--- config.mk ---
export PLATFORM = sky130hd
export DESIGN_NAME = fake_cd_drive
export DESIGN_NICKNAME = d
export VERILOG_FILES = /design/src/rtl/fake_cd_pkg.sv /design/src/rtl/fake_cd_pattern.sv /design/src/rtl/fake_cd_drive.sv
export SDC_FILE = /design/constraint.sdc
export NUM_CORES = 1
export LEC_CHECK = 0
export CORE_ASPECT_RATIO = 0.7
export CORE_MARGIN = 2
export CORE_UTILIZATION = 59
export DETAILED_ROUTE_END_ITERATION = 10
export GPL_ROUTABILITY_DRIVEN = 1
export PLACE_DENSITY_LB_ADDON = 0.25
export SETUP_SLACK_MARGIN = 0.5
export SKIP_CTS_REPAIR_TIMING = 1
export SLEW_MARGIN = 20
export SYNTH_ARGS = -nofsm -noshare
export SYNTH_HDL_FRONTEND = slang
export SYNTH_SLANG_ARGS = --single-unit
--- constraint.sdc ---
create_clock -name CLK -period 11.7 [get_ports CLK]
set_clock_uncertainty 0.1 [all_clocks]
set_input_delay 1.17 -clock CLK [delete_from_list [all_inputs] [get_ports CLK]]
set_output_delay 1.17 -clock CLK [all_outputs]
set_load 0.1 [all_outputs]
--- src/rtl/fake_cd_pkg.sv ---
// Shared constants, FSM state type and the INQUIRY response ROM for the fake CD-ROM target.
package fake_cd_pkg;

    localparam logic [7:0] OP_TUR       = 8'h00;
    localparam logic [7:0] OP_REQ_SENSE = 8'h03;
    localparam logic [7:0] OP_INQUIRY   = 8'h12;
    localparam logic [7:0] OP_READ6     = 8'h08;
    localparam logic [7:0] OP_READ10    = 8'h28;

    localparam logic [7:0] ST_GOOD  = 8'h00;
    localparam logic [7:0] ST_CHECK = 8'h02;

    localparam logic [7:0] SENSE_LEN   = 8'd18;
    localparam logic [7:0] INQUIRY_LEN = 8'd36;

    typedef enum logic [1:0] {
        IDLE,
        DELAY,
        DATA,
        STAT
    } state_t;

    // Vendor/product identification, occupies INQUIRY bytes 8..35
    localparam logic [8*28-1:0] INQ_IDENT = "NEC     CD-ROM DRIVE:FX     ";

    function automatic logic [7:0] inquiry_byte(input logic [23:0] idx);
        logic [7:0] b;
        logic [4:0] k;
        k = 5'(idx - 24'd8);
        case (idx)
            24'd0:   b = 8'h05;
            24'd1:   b = 8'h80;
            24'd2:   b = 8'h02;
            24'd3:   b = 8'h02;
            24'd4:   b = 8'h1F;
            default: begin
                if (idx >= 24'd8 && idx <= 24'd35)
                    b = INQ_IDENT[8*(27 - int'(k)) +: 8];
                else
                    b = 8'h00;
            end
        endcase
        return b;
    endfunction

endpackage

--- src/rtl/fake_cd_pattern.sv ---
// Combinational data-in byte generator for the current response position.
module fake_cd_pattern
    import fake_cd_pkg::*;
(
    input  logic [7:0]  opcode,
    input  logic [23:0] byte_idx,
    input  logic [10:0] sec_off,
    input  logic [7:0]  lba_lo,
    output logic [7:0]  data
);

    always_comb begin
        data = 8'h00;
        case (opcode)
            OP_REQ_SENSE: begin
                if (byte_idx == 24'd0)
                    data = 8'h70;
                else if (byte_idx == 24'd7)
                    data = 8'h0A;
            end
            OP_INQUIRY:          data = inquiry_byte(byte_idx);
            OP_READ6, OP_READ10: data = sec_off[7:0] ^ lba_lo ^ {5'd0, sec_off[10:8]};
            default:             data = 8'h00;
        endcase
    end

endmodule

--- src/rtl/fake_cd_drive.sv ---
// Synthetic CD-ROM target: latches a CDB, waits, streams canned data bytes, then reports status.
module fake_cd_drive
    import fake_cd_pkg::*;
#(
    parameter int RESP_DELAY   = 16,
    parameter int BYTE_GAP     = 8,
    parameter int SECTOR_BYTES = 2048
) (
    input  logic        CLK,
    input  logic        RES,
    input  logic [95:0] COMMAND,
    input  logic        COMM_SEND,
    output logic        STAT_GET,
    output logic [7:0]  STATUS,
    output logic [7:0]  CD_DATA,
    output logic        CD_WR
);

    logic [7:0]  cdb_byte [12];
    state_t      state_reg;
    logic [7:0]  opcode_reg, status_val_reg, status_reg, cd_data_reg;
    logic [23:0] len_reg, byte_idx_reg;
    logic [15:0] delay_reg, gap_reg, sec_off_reg;
    logic [20:0] lba_reg;
    logic        stat_get_reg, cd_wr_reg;
    logic [7:0]  dec_status, pattern_byte;
    logic [23:0] dec_len;
    logic [20:0] dec_lba;
    logic [15:0] dec_sectors;
    logic        emit;

    genvar gi;
    generate
        for (gi = 0; gi < 12; gi++) begin : g_cdb
            assign cdb_byte[gi] = COMMAND[8*gi +: 8];
        end
    endgenerate

    always_comb begin
        dec_status  = ST_GOOD;
        dec_len     = '0;
        dec_lba     = '0;
        dec_sectors = '0;
        case (cdb_byte[0])
            OP_TUR: ;
            OP_REQ_SENSE:
                dec_len = {16'd0, (cdb_byte[4] > SENSE_LEN) ? SENSE_LEN : cdb_byte[4]};
            OP_INQUIRY:
                dec_len = {16'd0, (cdb_byte[4] > INQUIRY_LEN) ? INQUIRY_LEN : cdb_byte[4]};
            OP_READ6: begin
                dec_lba     = {cdb_byte[1][4:0], cdb_byte[2], cdb_byte[3]};
                dec_sectors = (cdb_byte[4] == 8'd0) ? 16'd256 : {8'd0, cdb_byte[4]};
                dec_len     = 24'(dec_sectors) * 24'(SECTOR_BYTES);
            end
            OP_READ10: begin
                dec_lba     = {cdb_byte[3][4:0], cdb_byte[4], cdb_byte[5]};
                dec_sectors = {cdb_byte[7], cdb_byte[8]};
                dec_len     = 24'(dec_sectors) * 24'(SECTOR_BYTES);
            end
            default: dec_status = ST_CHECK;
        endcase
    end

    // A byte goes out on the first response clock and then every BYTE_GAP clocks
    always_comb begin
        emit = ((state_reg == DELAY) && (delay_reg == 16'd0) && (len_reg != 24'd0)) ||
               ((state_reg == DATA) && (gap_reg == 16'd0) && (byte_idx_reg != len_reg));
    end

    fake_cd_pattern u_pattern (
        .opcode   (opcode_reg),
        .byte_idx (byte_idx_reg),
        .sec_off  (sec_off_reg[10:0]),
        .lba_lo   (lba_reg[7:0]),
        .data     (pattern_byte)
    );

    always_ff @(posedge CLK or posedge RES) begin
        if (RES) begin
            state_reg      <= IDLE;
            opcode_reg     <= '0;
            status_val_reg <= '0;
            status_reg     <= '0;
            cd_data_reg    <= '0;
            len_reg        <= '0;
            byte_idx_reg   <= '0;
            delay_reg      <= '0;
            gap_reg        <= '0;
            sec_off_reg    <= '0;
            lba_reg        <= '0;
            stat_get_reg   <= 1'b0;
            cd_wr_reg      <= 1'b0;
        end else begin
            cd_wr_reg    <= 1'b0;
            stat_get_reg <= 1'b0;
            case (state_reg)
                IDLE: begin
                    if (COMM_SEND) begin
                        opcode_reg     <= cdb_byte[0];
                        status_val_reg <= dec_status;
                        len_reg        <= dec_len;
                        lba_reg        <= dec_lba;
                        byte_idx_reg   <= '0;
                        sec_off_reg    <= '0;
                        delay_reg      <= 16'(RESP_DELAY);
                        state_reg      <= DELAY;
                    end
                end
                DELAY: begin
                    if (delay_reg != 16'd0) begin
                        delay_reg <= delay_reg - 16'd1;
                    end else if (len_reg != 24'd0) begin
                        state_reg <= DATA;
                    end else begin
                        status_reg   <= status_val_reg;
                        stat_get_reg <= 1'b1;
                        state_reg    <= STAT;
                    end
                end
                DATA: begin
                    if (byte_idx_reg == len_reg) begin
                        status_reg   <= status_val_reg;
                        stat_get_reg <= 1'b1;
                        state_reg    <= STAT;
                    end else if (gap_reg != 16'd0) begin
                        gap_reg <= gap_reg - 16'd1;
                    end
                end
                STAT:    state_reg <= IDLE;
                default: state_reg <= IDLE;
            endcase

            if (emit) begin
                cd_wr_reg    <= 1'b1;
                cd_data_reg  <= pattern_byte;
                byte_idx_reg <= byte_idx_reg + 24'd1;
                gap_reg      <= 16'(BYTE_GAP - 1);
                // Sector LBA advances modulo 2^21 by natural wrap of lba_reg
                if (sec_off_reg == 16'(SECTOR_BYTES - 1)) begin
                    sec_off_reg <= '0;
                    lba_reg     <= lba_reg + 21'd1;
                end else begin
                    sec_off_reg <= sec_off_reg + 16'd1;
                end
            end
        end
    end

    assign STAT_GET = stat_get_reg;
    assign STATUS   = status_reg;
    assign CD_DATA  = cd_data_reg;
    assign CD_WR    = cd_wr_reg;

endmodule

Word-level counts from Yosys, hierarchy flattened
Index checks and enable logic that the tools add are counted.
{ "totals": {"elab_cells": 125, "output_inout_bits": 18, "ff_bits": 153, "inputBits": 99} }
{ "classes": {"n_reduce_logical": 30, "n_mux": 43, "shift": 1, "order_cmp": 4, "add_sub_neg": 7, "eq_ne": 25, "bitwise_logic": 2} }
{ "op_table": {"columns": ["op", "n"], "rows": [
  ["$shiftx A224 B32 Y8 const A", 1],
  ["$mux W16", 10],
  ["$pmux W24 S4", 1],
  ["$mux W21", 4],
  ["$mux W24", 3],
  ["$mux W8", 7],
  ["$eq A24 B2 Y1 const B", 2],
  ["$eq A24 B3 Y1 const B", 2],
  ["$pmux W21 S2", 1],
  ["$logic_not A16 Y1", 2],
  ["$pmux W16 S2", 1],
  ["$pmux W8 S4", 1],
  ["$reduce_bool A16 Y1", 2],
  ["$sub A16 B1 Y16 const B", 2],
  ["$add A24 B1 Y24 const B", 1],
  ["$eq A24 B1 Y1 const B", 1],
  ["$eq A24 B24 Y1", 1],
  ["$ge A24 B4 Y1 const B", 1],
  ["$le A24 B6 Y1 const B", 1],
  ["$logic_not A24 Y1", 1],
  ["$ne A24 B24 Y1", 1],
  ["$pmux W8 S3", 1],
  ["$reduce_bool A24 Y1", 1],
  ["$add A21 B1 Y21 const B", 1],
  ["other kinds (33)", 63]
]} }

Depth between registers and ports, before layout
{ "logic_depth": {"word_depth": 6, "ltp_mapped": 10} }

Hierarchy
From an unflattened synthesis, not the netlist that was laid out.
{ "hier_totals": {"hier_cells": 897, "hier_area_um2": 7912.6} }
{ "modules_own_cells": {"columns": ["module", "n_inst", "cells_each", "area_each_um2", "seq_area_each_um2"], "rows": [
  ["fake_cd_drive", 1, 749, 6934.2, 3078.0],
  ["fake_cd_pattern", 1, 148, 978.4, 0.0]
]} }

Worst setup path after synthesis
Ideal clock, no wire load.
{ "synth_path": {"path_kind": "input to register", "from": "in COMMAND[2]", "to": "reg len_reg[0]", "required_ns": 11.535, "path_buffers": 0, "arrival_time_ns": 2.517, "stages": 5, "slack_ns": 9.017, "cell_sequence": "or3_1 -> or3_1 -> or2_2 -> a21oi_1 -> a22o_1"} }
{ "synth_via": {"elab_chain_len": 2, "word_cells_on_any_way": 5, "classes_between": "eq/ne (4); mux (1)"} }
{ "synth_lines": {"columns": ["element", "line_no", "text"], "rows": [
  ["start: declaration", "fake_cd_drive.sv:11", "input logic [95:0] COMMAND,"],
  ["$eq A8 B6 Y1, or another cell as far along", "fake_cd_drive.sv:44", "case (cdb_byte[0])"],
  ["$pmux W24 S4 *", "fake_cd_drive.sv:44", null],
  ["end signal: assignment", "fake_cd_drive.sv:101", "len_reg <= dec_len;"],
  ["end: declaration", "fake_cd_drive.sv:22", "logic [23:0] len_reg, byte_idx_reg;"]
]} }
Every way passes the cells marked *; elsewhere a longest branch is shown, timed or not.
A chain may end at the register's enable or synchronous reset.

Worst setup path in the final report
{ "layout_path": {"from": "reg byte_idx_reg[2]", "to": "reg byte_idx_reg[23]"} }
{ "layout_via": {"elab_chain_len": 5, "word_cells_on_any_way": 8, "classes_between": "add/sub (1); eq/ne (1); mux (1); reduce/logical (5)"} }
{ "layout_lines": {"columns": ["element", "line_no", "text"], "rows": [
  ["start: declaration", "fake_cd_drive.sv:22", null],
  ["start signal: assignment", "fake_cd_drive.sv:136", "byte_idx_reg <= byte_idx_reg + 24'd1;"],
  ["parallel branches: the longest is 5 deep, another holds $add A24 B1 Y24", null, null]
]} }
Several ways; the timed one is not identified.

==> metrics.md <==
| Metric | Value |
|---|---|
| Final cell count without fillers | `~1100` |
| Worst slew margin | `34.2%` |
| Dominant cells by area after synthesis | `dfrtp_1, nand2_1, nor2_1` |
| Status | `completed` |
| Setup violators final | `0` |
| Worst Hold Launch | `opcode_reg[5]$_DFFE_PP0P_` |
| H-tree depth | `4` |
| Final Hold Fails | `0` |
| Final setup TNS | `0 ns` |
| Worst-margin pin slew | `about 0.98 ns` |
| Max FFs per register | `24` |
| CTS max path bufs | `2` |
| Port bufs | `58` |
| Initial Utilization | `61.4%` |
| Core box area | `12600 sq um` |
| Die X | `141 um` |
| Pin count of the biggest net entering global routing | `68` |
| Nets | `approximately 1100` |
| Vias post-DR | `between 6000 and 7000` |
| Global-route wire length before repair | `32.6 mm` |
| Routed Antenna Nets | `0` |
| Post-Layout Inst Area | `8930 sq um` |
| Layout cells sized above 1 | `6.22%` |
| Vias in the first global route | `between 6000 and 7000` |
| Reg-to-Reg Start | `byte_idx_reg[2]$_DFFE_PP0P_` |
| Post-DP HPWL | `13.2 mm` |
| Post-Syn Instances | `897` |
| Max Cap Viol | `0` |
| Reg power frac | `36.0%` |
| RSZ-0062 raised after global routing | `false` |
| DRT Pass-1 Iters | `5` |
| Multi-input gate area | `4360 sq um` |
| Min-delay worst type | `reg2reg` |
| Vias per cell | `~6.2` |
| Clock Latency Late Sink | `0.42 ns` |
| Leakage power | `3.94 nW` |
| Detailed-route wire length per cell | `17.4 um` |
| Setup crit start kind | `register` |
| R2R depth | `8` |
| Placed Area | `8350 sq um` |
| Die footprint | `14100 sq um` |
| Max FO, Critical Path | `28` |
| Worst Path Arrival | `3.66 ns` |
| Largest area contributor in the netlist | `dfrtp_1` |
| Seq cells post-synth | `123` |
| FF/Latch Area | `around 3000 sq um` |
| Kind of critical path | `reg2reg` |
| # placed instances | `1078` |
| EDFF count, synth | `0` |
| FP Rows | `34` |
| Peak supply drop | `about 0.11 mV` |
| Area delta synth->final | `15.5%` |
| Mapped Area | `7730 sq um` |
| N_diodes | `0` |
| R2R setup slack | `8.25 ns` |
| Routability Congestion | `around 0.91` |
| TritonCTS Buffers | `17` |
| CTS tree | `yes` |
| Final global-route overflow total | `0` |
| R2r endpoint | `byte_idx_reg[23]$_DFFE_PP0P_` |
| Hold Path Depth | `2` |
| Worst Hold End | `opcode_reg[5]$_DFFE_PP0P_` |
| Final Routed Wirelength | `19.3 mm` |
| Num Clock Sinks | `~120` |
| Slew Viols, Final | `0` |
| Worst EP required | `11.91 ns` |
| Crit end category | `register` |
| Fin crit period | `3.45 ns` |
| Clk pwr share | `28.8%` |
| Reg clk slew, reported paths | `0.06 ns` |
| Fmax | `0.290 GHz` |
| Internal power | `around 1.1 mW` |
| DRT iter0 DRCs | `501` |
| Drt drc | `0` |
| Top FF cell, synth | `dfrtp_1` |
| Seq/Total Area, Yosys | `39.8%` |
| Share of the synthesized area in the top cell type | `39.8%` |
| Fillcell total | `980` |
| Avg Inst Size Synth | `~8.6 sq um` |
| PwrDens | `203 nW/um^2` |
| CTS Root Buffer Type | `clkbuf_16` |
| Sw Pwr | `around 720 uW` |
| Comb power frac | `35.2%` |
| Sw Ratio | `approximately two fifths` |
| Synth cell types | `76` |
| Antenna violations before repair | `0` |
| I/O pin total | `117` |
| Fraction of registers with async set/reset | `100%` |
| YS warnings | `0` |
| Chip height | `99.8 um` |
| Final Cycle Share | `29.5%` |
| Total track usage | `between 20% and 30%` |
==> power by group through the flow <==
stage	sequential, mW	combinational (mW)	clock, mW
2_1_floorplan	0.698	0.420	0
3_3_place_gp	0.649	0.614	0
3_5_place_dp	0.651	0.630	0
4_1_cts	0.648	0.634	0.526
5_1_grt	0.667	0.707	0.551
6_report	0.651	0.638	0.521
==> how the worst max path moves through the flow <==
stage	startpoint	to	slack [ns]	depth (start not counted)
5_1_grt	byte_idx_reg[2]$_DFFE_PP0P_	CD_DATA[5]$_DFFE_PP0P_	8.11	9
4_1_cts	byte_idx_reg[2]$_DFFE_PP0P_	byte_idx_reg[23]$_DFFE_PP0P_	8.29	8
3_3_place_gp	COMMAND[0]	lba_reg[1]$_DFF_PP0_	8.07	6
6_report	byte_idx_reg[2]$_DFFE_PP0P_	byte_idx_reg[23]$_DFFE_PP0P_	8.25	8
2_1_floorplan	RES	CD_DATA[0]$_DFFE_PP0P_	7.16	1
3_5_place_dp	COMMAND[0]	lba_reg[1]$_DFF_PP0_	8.01	6
==> layout make-up <==
cell class              instances  area share, %
flip-flops and latches        123           34.5
well taps                     162           2.27
multi-input cells             707           48.8
inverters                      22          0.952
repair buffers                 64           7.00
clock inverters                 8           1.32
clock buffers                  24           5.17
==> synthesized netlist by cell type, types with 4 or more instances <==
| cell type | n |
|---|---|
| nand4_1 | 12 |
| and3_1 | 14 |
| o211a_1 | 6 |
| nand3_1 | 42 |
| mux2_2 | 12 |
| and4_1 | 5 |
| a21oi_1 | 41 |
| ha_1 | 20 |
| o21ai_1 | 9 |
| mux2i_1 | 14 |
| nand2b_1 | 11 |
| or3_1 | 5 |
| o21a_1 | 5 |
| a21o_1 | 4 |
| a21boi_0 | 5 |
| o21ai_0 | 69 |
| a31oi_1 | 13 |
| buf_4 | 10 |
| and2_1 | 13 |
| clkbuf_1 | 25 |
| xor2_1 | 30 |
| o22ai_1 | 6 |
| nor2_1 | 96 |
| o31ai_1 | 6 |
| nand2_1 | 103 |
| a32o_1 | 4 |
| inv_1 | 21 |
| buf_2 | 12 |
| dfrtp_1 | 123 |
| nor4_1 | 21 |
| o211ai_1 | 12 |
| xnor2_1 | 31 |
| nor3_1 | 20 |
| nor2b_1 | 8 |
==> routing by layer <==
metal	global-route usage, %	share of wire, %	vias to the layer above
met5	0	0	-
met4	7.92	1.5	0
met3	8.30	7.5	27
met2	43.6	44	270
met1	41.2	47	3257
li1	-	-	3288
==> through the flow <==
stage	hold WS, ns	power (mW)	setup WS [ns]	utilization, %
after floorplan	0.340	1.12	7.16	-
after global placement	0.371	1.26	8.07	66.3
after detailed placement	0.373	1.28	8.01	66.3
after CTS	0.392	1.81	8.29	70.9
after global routing	0.416	1.92	8.11	70.9
final	0.393	1.81	8.25	70.9
==> cells in the final DEF, fill, tap and decap left out, drive strengths merged, types with 14 or more instances in the layout <==
cell and instances:
o21ai 78, mux2i 14, xor2 30, nor2 98, clkbuf 24, nor4 21
xnor2 31, dfrtp 123, and3 14, nand3 42, inv 21, nand2 105
a21oi 42, nor3 21, clkdlybuf4s50 58, ha 20
==> critical path, stage by stage, from the launching register on <==
cell and delay, ns:
dfrtp_1 0.79, xnor2_1 0.21, nand4_1 0.15, or4_4 0.58, a311o_1 0.37, buf_4 0.23
nor2_4 0.55, o21ai_0 0.24, o31ai_1 0.12
==> cells by family after synthesis <==
family,after synthesis,synth area share (%)
AO/OA/AOI/OAI,222,18.6
XOR/XNOR,61,6.91
adder cells (fa/ha/maj),20,3.24
buffers and inverters,73,4.32
flip-flops,123,39.8
multiplexers,26,3.56
other,1,0.0485
AND/OR/NAND/NOR,371,23.6
Note: power is estimated with default switching activity, not from simulation.
